File: config.mk
export PLATFORM = sky130hd
export DESIGN_NAME = rr_bus_mux_flat
export DESIGN_NICKNAME = d
export VERILOG_FILES = /design/src/rtl/rr_bus_mux_if.sv /design/src/rtl/rr_bus_mux.sv /design/src/flat_wrapper.sv
export SDC_FILE = /design/constraint.sdc
export NUM_CORES = 1
export LEC_CHECK = 0
export ABC_AREA = 1
export CORE_MARGIN = 1.5
export CORE_UTILIZATION = 43
export DETAILED_ROUTE_END_ITERATION = 8
export GPL_ROUTABILITY_DRIVEN = 0
export PLACE_DENSITY = 0.8
export SLEW_MARGIN = 20
export SYNTH_ARGS = -nofsm -noshare
export SYNTH_HDL_FRONTEND = slang
export SYNTH_SLANG_ARGS = --single-unit
File: constraint.sdc
create_clock -name clk -period 2.15 [get_ports clk]
set_input_delay 0.215 -clock clk [delete_from_list [all_inputs] [get_ports clk]]
set_output_delay 0.215 -clock clk [all_outputs]
set_load 0.02 [all_outputs]
File: src/rtl/rr_bus_mux_if.sv
// Bundle for rr_bus_mux: per-channel producer requests in, one registered beat out.
// Latency: none, wiring only.
// Backpressure: out_ready from the consumer, in_ready back to each producer.
interface rr_bus_mux_if #(
  parameter int NUM_CH = 4,
  parameter int DATA_W = 8
);
  localparam int CH_W = $clog2(NUM_CH);

  logic [NUM_CH-1:0]        in_valid;
  logic [NUM_CH*DATA_W-1:0] in_data;
  logic [NUM_CH-1:0]        in_ready;
  logic                     out_valid;
  logic [DATA_W-1:0]        out_data;
  logic [CH_W-1:0]          out_ch;
  logic [NUM_CH-1:0]        out_grant;
  logic                     out_ready;

  // The mux itself: it accepts channel beats and masters the shared output.
  modport master (
    input  in_valid, in_data, out_ready,
    output in_ready, out_valid, out_data, out_ch, out_grant
  );

  // The environment: producers plus the downstream consumer.
  modport slave (
    output in_valid, in_data, out_ready,
    input  in_ready, out_valid, out_data, out_ch, out_grant
  );
endinterface

File: src/rtl/rr_bus_mux.sv
// N-to-1 round-robin mux into one registered output beat with one-hot grant.
// Latency: 1 cycle accept->out_valid; 1 beat/cycle while out_ready=1.
// Backpressure: out_valid && !out_ready stalls everything (in_ready=0).
// Optional RR_BUS_MUX_TRISTATE_EN: out_data floats to 'z while out_valid=0.
module rr_bus_mux #(
  parameter int NUM_CH = 4,
  parameter int DATA_W = 8
) (
  input logic          clk,
  input logic          rst,
  rr_bus_mux_if.master bus
);
  localparam int CH_W = $clog2(NUM_CH);

  logic [CH_W-1:0]   ptr_q, ptr_d;
  logic [CH_W-1:0]   out_ch_q, out_ch_d;
  logic              out_valid_q, out_valid_d;
  logic [DATA_W-1:0] out_data_q, out_data_d;
  logic [NUM_CH-1:0] grant_q, grant_d;
  logic [CH_W-1:0]   winner;
  logic [NUM_CH-1:0] win_oh;
  logic              found;
  logic              load;
  int                idx;

  // Search ptr, ptr+1, ... with explicit wrap so non-power-of-2 NUM_CH works.
  always_comb begin
    winner = '0;
    found  = 1'b0;
    idx    = 0;
    for (int k = 0; k < NUM_CH; k++) begin
      idx = int'(ptr_q) + k;
      if (idx >= NUM_CH) idx = idx - NUM_CH;
      if (!found && bus.in_valid[idx]) begin
        found  = 1'b1;
        winner = CH_W'(idx);
      end
    end
  end

  // Accept only when the output register is free or draining this cycle; never in reset.
  always_comb begin
    win_oh       = NUM_CH'(1) << winner;
    load         = !rst && (!out_valid_q || bus.out_ready) && found;
    bus.in_ready = load ? win_oh : '0;
  end

  // Next state: load a new beat, drain the current one, or hold on stall/idle.
  always_comb begin
    ptr_d       = ptr_q;
    out_ch_d    = out_ch_q;
    out_valid_d = out_valid_q;
    out_data_d  = out_data_q;
    grant_d     = grant_q;
    if (load) begin
      out_valid_d = 1'b1;
      out_ch_d    = winner;
      out_data_d  = bus.in_data[int'(winner)*DATA_W +: DATA_W];
      grant_d     = win_oh;
      ptr_d       = (winner == CH_W'(NUM_CH - 1)) ? '0 : winner + CH_W'(1);
    end else if (out_valid_q && bus.out_ready) begin
      out_valid_d = 1'b0;
      grant_d     = '0;
    end
  end

  // State registers; grant is kept as its own flop so the port never glitches.
  always_ff @(posedge clk or posedge rst) begin
    if (rst) begin
      ptr_q       <= '0;
      out_ch_q    <= '0;
      out_valid_q <= 1'b0;
      out_data_q  <= '0;
      grant_q     <= '0;
    end else begin
      ptr_q       <= ptr_d;
      out_ch_q    <= out_ch_d;
      out_valid_q <= out_valid_d;
      out_data_q  <= out_data_d;
      grant_q     <= grant_d;
    end
  end

  assign bus.out_valid = out_valid_q;
  assign bus.out_ch    = out_ch_q;
  assign bus.out_grant = grant_q;
`ifdef RR_BUS_MUX_TRISTATE_EN
  // Release the shared bus whenever no beat is held, reset included.
  assign bus.out_data  = out_valid_q ? out_data_q : 'z;
`else
  assign bus.out_data  = out_data_q;
`endif
endmodule

File: src/flat_wrapper.sv
// flat-port wrapper written by rule: the top's interface ports become plain ports
module rr_bus_mux_flat 
#(
  parameter int NUM_CH = 4,
  parameter int DATA_W = 8
)
  (clk, rst, bus_in_valid, bus_in_data, bus_out_ready, bus_in_ready, bus_out_valid, bus_out_data, bus_out_ch, bus_out_grant);
  rr_bus_mux_if #(.NUM_CH(NUM_CH), .DATA_W(DATA_W)) bus_i ();
  input logic clk;
  input logic rst;
  input wire logic [$bits(bus_i.in_valid)-1:0] bus_in_valid;
  input wire logic [$bits(bus_i.in_data)-1:0] bus_in_data;
  input wire logic [$bits(bus_i.out_ready)-1:0] bus_out_ready;
  output wire logic [$bits(bus_i.in_ready)-1:0] bus_in_ready;
  output wire logic [$bits(bus_i.out_valid)-1:0] bus_out_valid;
  output wire logic [$bits(bus_i.out_data)-1:0] bus_out_data;
  output wire logic [$bits(bus_i.out_ch)-1:0] bus_out_ch;
  output wire logic [$bits(bus_i.out_grant)-1:0] bus_out_grant;
  assign bus_i.in_valid = bus_in_valid;
  assign bus_i.in_data = bus_in_data;
  assign bus_i.out_ready = bus_out_ready;
  assign bus_in_ready = bus_i.in_ready;
  assign bus_out_valid = bus_i.out_valid;
  assign bus_out_data = bus_i.out_data;
  assign bus_out_ch = bus_i.out_ch;
  assign bus_out_grant = bus_i.out_grant;
  rr_bus_mux #(.NUM_CH(NUM_CH), .DATA_W(DATA_W)) u_core (.clk(clk), .rst(rst), .bus(bus_i));
endmodule
==> flow_summary.yaml, run 1 <==
sta:
  finalHoldViolations: 0
  drv_slew: 0
  setup_viol: 4
  max_freq_mhz: 435
  tightest_slew_ps: 685
  skew_ps: 9.26
  holdWs_ps: 355
  rsz0062_at_grt: "true"
  slew_headroom_pct: 54.3
  timing.final.ws_setup_ps: -148
  fin_crit_sh_pct: 107
  min_period_ps: 2300
final_layout:
  syn_to_final_growth_pct: 77.8
  nets: 355
  utilization_pct: 81.2
  drive_gt1_share_pct: 34.7
  final_area_um2: 2520
  stdcell_count: 358
  diodes: 0
place:
  dpl_worst_slack_ps: -470
  dp.cells: 338
  dp_hpwl_um: 3050
  placed_area_um2: 2200
  port_buffers: 57
worst_setup_path:
  worstSetupEndpointType: "output port"
  worstPathRequired_ps: 1930
  critical_path_class: "register to output port"
  critical-path-max-stage-delay_ps: 480
  crit_path_cell_trace: "buf_6 -> nand2_1 -> nand2_2 -> nand2_1 -> nand2_2 -> nand2_2 -> nand2_2 -> nand2_2 -> nand3_4 -> buf_6 -> nor2_4 -> nand2_2 -> inv_2 -> buf_6"
  timing.rr.start: "u_core.ptr_q[0]$_DFFE_PP0P_"
  crit_family: "simple AND/OR/NAND/NOR gates"
  worstPathMaxFanout: 5
  rr_worst_depth: 16
  cpMaxStageDelayCell: "dfrtp_2"
  cp_common_cell: "nand2_2"
  crit_arrival_ps: 2080
  start_kind: "register"
  cp.depth: 14
  worstReg2RegEnd: "u_core.bus.out_data[1]$_DFFE_PP0P_"
  reg2reg_slack_ps: 50
  cp.buffers_inverters: 4
synthesis:
  avgSynthCellArea_um2: 6.47
  yosys.area_share.simple_pct: 49.6
  synthCells: 219
  ys_seq_area_share_pct: 30.0
  ys_warn_count: 0
  ys_ff_latch: 17
  syn-num-nets: 259
  synth_top_family_by_area: "simple AND/OR/NAND/NOR gates"
  synth_compound_area_share_pct: 4.24
  synth_xor_area_share_pct: 0
  synth_fa_ha_area_share_pct: 0.883
  synth_mux_area_share_pct: 0
  ys_types: 23
  syn-cell-area_um2: 1420
  synth_area_leaders: "dfrtp_1 (30%), nand2_1 (18%), nand3_1 (11%)"
  netlist.top_cell.by_area: "dfrtp_1"
  netlist.area_leader.share_pct: 30.0
clock_network:
  cts_tree: "yes"
  clock_sinks: 17
  cts_buffers: 3
  htree_levels: 1
  root_buffer: "clkbuf_4"
  path_clk_slew_ps: 110
  clock_latency_ps: 310
  cts_max_path_buffers: 2
worst_hold_path:
  holdCritPathClass: "input port to asynchronous set/reset pin"
detailed_routing:
  viasPerCell: 5.10
  routed_wl_um: 5190
  ant_nets: 0
  drt-wirelength-per-cell_um: 14.5
  drc: 0
  first_pass_iters: 4
  dr_total_vias: 1827
  drt_iter0_drc: 105
run_status:
  violations: "setup timing"
  status: "finished with violations"
global_routing:
  grt_max_degree: 18
  track_usage_pct: 26.0
  grt.overflow.total: 0
  first_global_vias: 1719
  grt_pass1_wl_um: 7220
  antenna_found_initial: 0
floorplan:
  die_area_um2: 3650
  die_y_um: 60.4
  ioPinCount: 58
  initial_core_util_pct: 45.7
  coreArea_um2: 3100
  die_w_um: 60.4
  rows: 20
flow_run:
  maxCapViolations: 0
pwr:
  powerDensity_nw_per_um2: 1780
  leakage_nw: 1.30
  irDropWorstVdd_mv: 0.761
[power by group]
group	leakage [nW]	internal, W	total, W	switching (W)
clock	0.0150	0.0000724	0.000186	0.000113
combinational	1.07	0.00168	0.00372	0.00204
sequential	0.211	0.000471	0.000581	0.000110
total	1.30	0.00223	0.00449	0.00226
[cells by family after synthesis]
group	Yosys count
AOI/OAI and AO/OA	10
adders and majority gates	1
buffers and inverters	50
DFF	17
and+or+nand+nor	141
[worst max path at each step]
| stage | endpoint | start | slack [ps] |
|---|---|---|---|
| after floorplan | u_core.bus.out_grant[3]$_DFFE_PP0P_ | u_core.ptr_q[0]$_DFFE_PP0P_ | 190 |
| after global placement | bus_in_ready[3] | bus_in_valid[3] | -380 |
| after detailed placement | bus_in_ready[3] | bus_in_valid[1] | -470 |
| after CTS | bus_in_ready[3] | u_core.ptr_q[0]$_DFFE_PP0P_ | -50 |
| after global routing | bus_in_ready[2] | u_core.ptr_q[0]$_DFFE_PP0P_ | -230 |
| final | bus_in_ready[1] | u_core.ptr_q[0]$_DFFE_PP0P_ | -150 |
[stage by stage]
step	total power (W)	TNS, ps
finish	0.00449	-530
global route	0.00478	-1070
CTS	0.00405	-146
detailed placement	0.00335	-1770
global placement	0.00329	-1450
floorplan	0.00227	0
[synthesized netlist by cell type]
library cell and count:
nand2_2 6, nor2_2 2, o21ai_0 3, a21boi_2 1, buf_2 5, nor2_4 1, buf_4 2, nor2_1 13
nand4_1 13, nand3_2 1, nand2_1 68, nand3_4 2, ha_1 1, buf_6 2, nor2_8 2, dfrtp_1 17
o21ai_1 3, nand2_4 1, inv_1 36, nand3_1 32, inv_2 5, a31o_2 1, a21oi_1 2
[layout by cell type (no fill, tap or decap)]
master           Yosys  layout
o21ai_0              3       3
a21oi_1              2       2
inv_2                5       7
clkdlybuf4s50_1      0      53
a31o_2               1       1
nand4_1             13      13
clkbuf_4             0       3
buf_6                2       7
nor2_2               2       1
clkbuf_1             0       1
ha_4                 0       1
nand3_1             32      29
dfrtp_2              0       2
nand2_2              6      23
nand2_4              1       5
nor2_8               2       2
inv_1               36      31
clkinv_4             0       1
o21ai_1              3       3
clkinv_2             0       1
nand2_1             68      46
nand3_2              1       4
buf_12               0       1
nand3_4              2       2
buf_4                2      38
nor2_1              13       9
a21boi_2             1       1
inv_4                0       2
nor2_4               1       6
nand2_8              0       1
dfrtp_1             17      15
[routing by layer]
layer / vias to the layer above / share of wire (%) / global-route usage, %
li1: 883 / - / -
met1: 828 / 40 / 30.5
met2: 90 / 51 / 48.6
met3: 26 / 4.9 / 4.26
met4: 0 / 4.4 / 7.76
met5: - / 0 / 0
[sequential cells by signal (all words and copies together) (netlist names)]
| register | cells |
|---|---|
| u_core.ptr_q | 2 |
| u_core.bus.out_grant | 4 |
| u_core.bus.out_ch | 2 |
| u_core.bus.out_valid | 1 |
| u_core.bus.out_data | 8 |
[layout make-up]
| class | instances | area, um2 |
|---|---|---|
| clock buffer | 4 | 26.3 |
| fill | 191 | 583 |
| inverter | 41 | 164 |
| multi-input combinational | 152 | 927 |
| sequential | 17 | 428 |
| tap | 44 | 55.1 |
| timing repair buffer | 99 | 915 |
| timing repair inverter | 1 | 5.00 |
[repair_timing]
item,in CTS,in global routing
buffers inserted,10,4
gates cloned,1,1
setup endpoints to repair,4,8
hold buffers,0,0
pin swaps,16,16
resized for setup,60,22
Power figures use the tool's default switching activity.
==> inputs of run 2 (changes only) <==
- CORE_ASPECT_RATIO: unset -> 1.25
- CORE_MARGIN: 1.5 -> 5
- PLACE_DENSITY: 0.8 -> 0.84
==> run 2 against run 1 <==
  * The flow still finishes with violations (setup timing)
  * Flip-flop and latch count unchanged
  * Via count decreased by 4.1%
  * Non-clock buffer count decreased by 7
  * Design area decreased by 2.7%
==> flow_summary.yaml, run 2 (synthesized netlist as in run 1, its figures left out) <==
clock_network:
  cts_tree: "yes"
  path_clk_slew_ps: 70
  cts_max_path_buffers: 2
  htree_levels: 1
  clock_latency_ps: 250
  root_buffer: "clkbuf_8"
  hold_buffers: 0
  clock_sinks: 17
  cts_buffers: 3
sta:
  max_freq_mhz: 433
  min_period_ps: 2310
  tightest_slew_ps: 667
  rsz0062_at_grt: "true"
  drv_slew: 0
  skew_ps: 2.80
  finalHoldViolations: 0
  fin_crit_sh_pct: 107
  timing.final.ws_setup_ps: -157
  slew_headroom_pct: 55.5
  setup_viol: 4
  fin_setup_tns_ps: -502
  holdWs_ps: 388
global_routing:
  grt.overflow.total: 0
  grt_pass1_wl_um: 6860
  grt_max_degree: 18
  antenna_found_initial: 0
  first_global_vias: 1620
  track_usage_pct: 19.4
floorplan:
  rows: 23
  ioPinCount: 58
  die_y_um: 74.2
  coreArea_um2: 3190
  die_area_um2: 4550
  initial_core_util_pct: 44.4
  die_w_um: 61.4
flow_run:
  maxCapViolations: 0
worst_setup_path:
  worstPathMaxFanout: 6
  critical_path_class: "register to output port"
  crit_arrival_ps: 2090
  worstPathRequired_ps: 1930
  worstSetupEndpointType: "output port"
  start_kind: "register"
final_layout:
  final_cell_mix: "clkdlybuf4s50_1 (52), nand2_1 (50), inv_1 (33), buf_4 (31), nand3_1 (27)"
  drive_gt1_share_pct: 31.4
  nets: 347
  diodes: 0
  n_fill_cell: 224
  largest_reg_flops: 8
  layout_commonest_cell: "clkdlybuf4s50_1"
  syn_to_final_growth_pct: 73.0
pwr:
  p_int_w: 0.00211
  pwr-share-clk_pct: 5.7
  leakage_nw: 1.28
  irDropWorstVdd_mv: 1.27
  powerDensity_nw_per_um2: 1740
  p_sw_share_pct: 50.5
  power.total_w: 0.00426
  pwr-share-seq_pct: 13.6
  p_sw_w: 0.00215
  combPwrFrac_pct: 80.7
detailed_routing:
  first_pass_iters: 5
  dr_total_vias: 1753
  drt-wirelength-per-cell_um: 14.5
  ant_nets: 0
  drc: 0
  drt_iter0_drc: 107
  routed_wl_um: 4960
  viasPerCell: 5.11
worst_hold_path:
  holdCritPathClass: "input port to asynchronous set/reset pin"
place:
  port_buffers: 57
  dpl_worst_slack_ps: -434
  dp_hpwl_um: 3250
run_status:
  violations: "setup timing"
  status: "finished with violations"
==> run 2: through the flow <==
stage / cell area (um2) / util, % / instances
3_5_place_dp: 2150 / 67.4 / 328
3_3_place_gp: 2150 / 67.4 / 328
4_1_cts: 2320 / 72.5 / 337
5_1_grt: 2450 / 76.8 / 343
6_report: 2450 / 76.8 / 343
2_1_floorplan: 1420 / - / 219
==> run 2: path summary, 6_finish.rpt <==
path | from | end | slack, ps | depth (start not counted)
worst max-delay path | u_core.ptr_q[1]$_DFFE_PP0P_ | bus_in_ready[3] | -160 | 11
worst min-delay path | rst | u_core.bus.out_ch[1]$_DFFE_PP0P_ | 390 | 2
worst max register to register | u_core.ptr_q[1]$_DFFE_PP0P_ | u_core.bus.out_data[3]$_DFFE_PP0P_ | 80 | 14
worst min register to register | u_core.bus.out_ch[1]$_DFFE_PP0P_ | u_core.bus.out_ch[1]$_DFFE_PP0P_ | 480 | 2
min in group clk | u_core.bus.out_ch[1]$_DFFE_PP0P_ | u_core.bus.out_ch[1]$_DFFE_PP0P_ | 480 | 2
max in group asynchronous | rst | u_core.ptr_q[1]$_DFFE_PP0P_ | 1290 | 2
==> run 2: cell type report <==
class	count	area [um2]	area share (%)
sequential	17	428	17.4
timing repair buffer	92	856	34.9
inverter	41	164	6.68
multi-input combinational	152	912	37.2
clock inverter	1	5.00	0.204
clock buffer	3	41.3	1.68
tap	37	46.3	1.89
==> run 2: critical path, cell delays in order (launching register included) <==
cell	delay, ps
dfrtp_2	470
clkinv_4	120
nand2_1	80
nand2_2	100
nand2_2	80
nand2_2	80
nand4_1	210
nand3_4	180
ha_2	180
inv_1	50
nor2_2	140
buf_6	130
==> run 2: timing repair <==
item                       4_1_cts  5_1_grt
pin swaps                       11       22
gates cloned                     1        0
gates resized for setup         47       28
buffers inserted                 4        6
setup endpoints to repair        4        8
==> run 2: per-layer routing <==
metal | share of wire, % | vias up | global-route usage (%)
met5 | 0 | - | 0
met4 | 3.2 | 0 | 7.08
met3 | 5.6 | 17 | 2.08
met2 | 55 | 69 | 36.7
met1 | 36 | 803 | 21.8
li1 | - | 864 | -
==> run 2: power by group through the flow <==
stage	Sequential (W)	Clock (W)	Combinational [W]
6_report	0.000580	0.000242	0.00344
5_1_grt	0.000601	0.000251	0.00375
4_1_cts	0.000562	0.000241	0.00305
3_5_place_dp	0.000556	0	0.00275
3_3_place_gp	0.000551	0	0.00267
2_1_floorplan	0.000695	0	0.00157
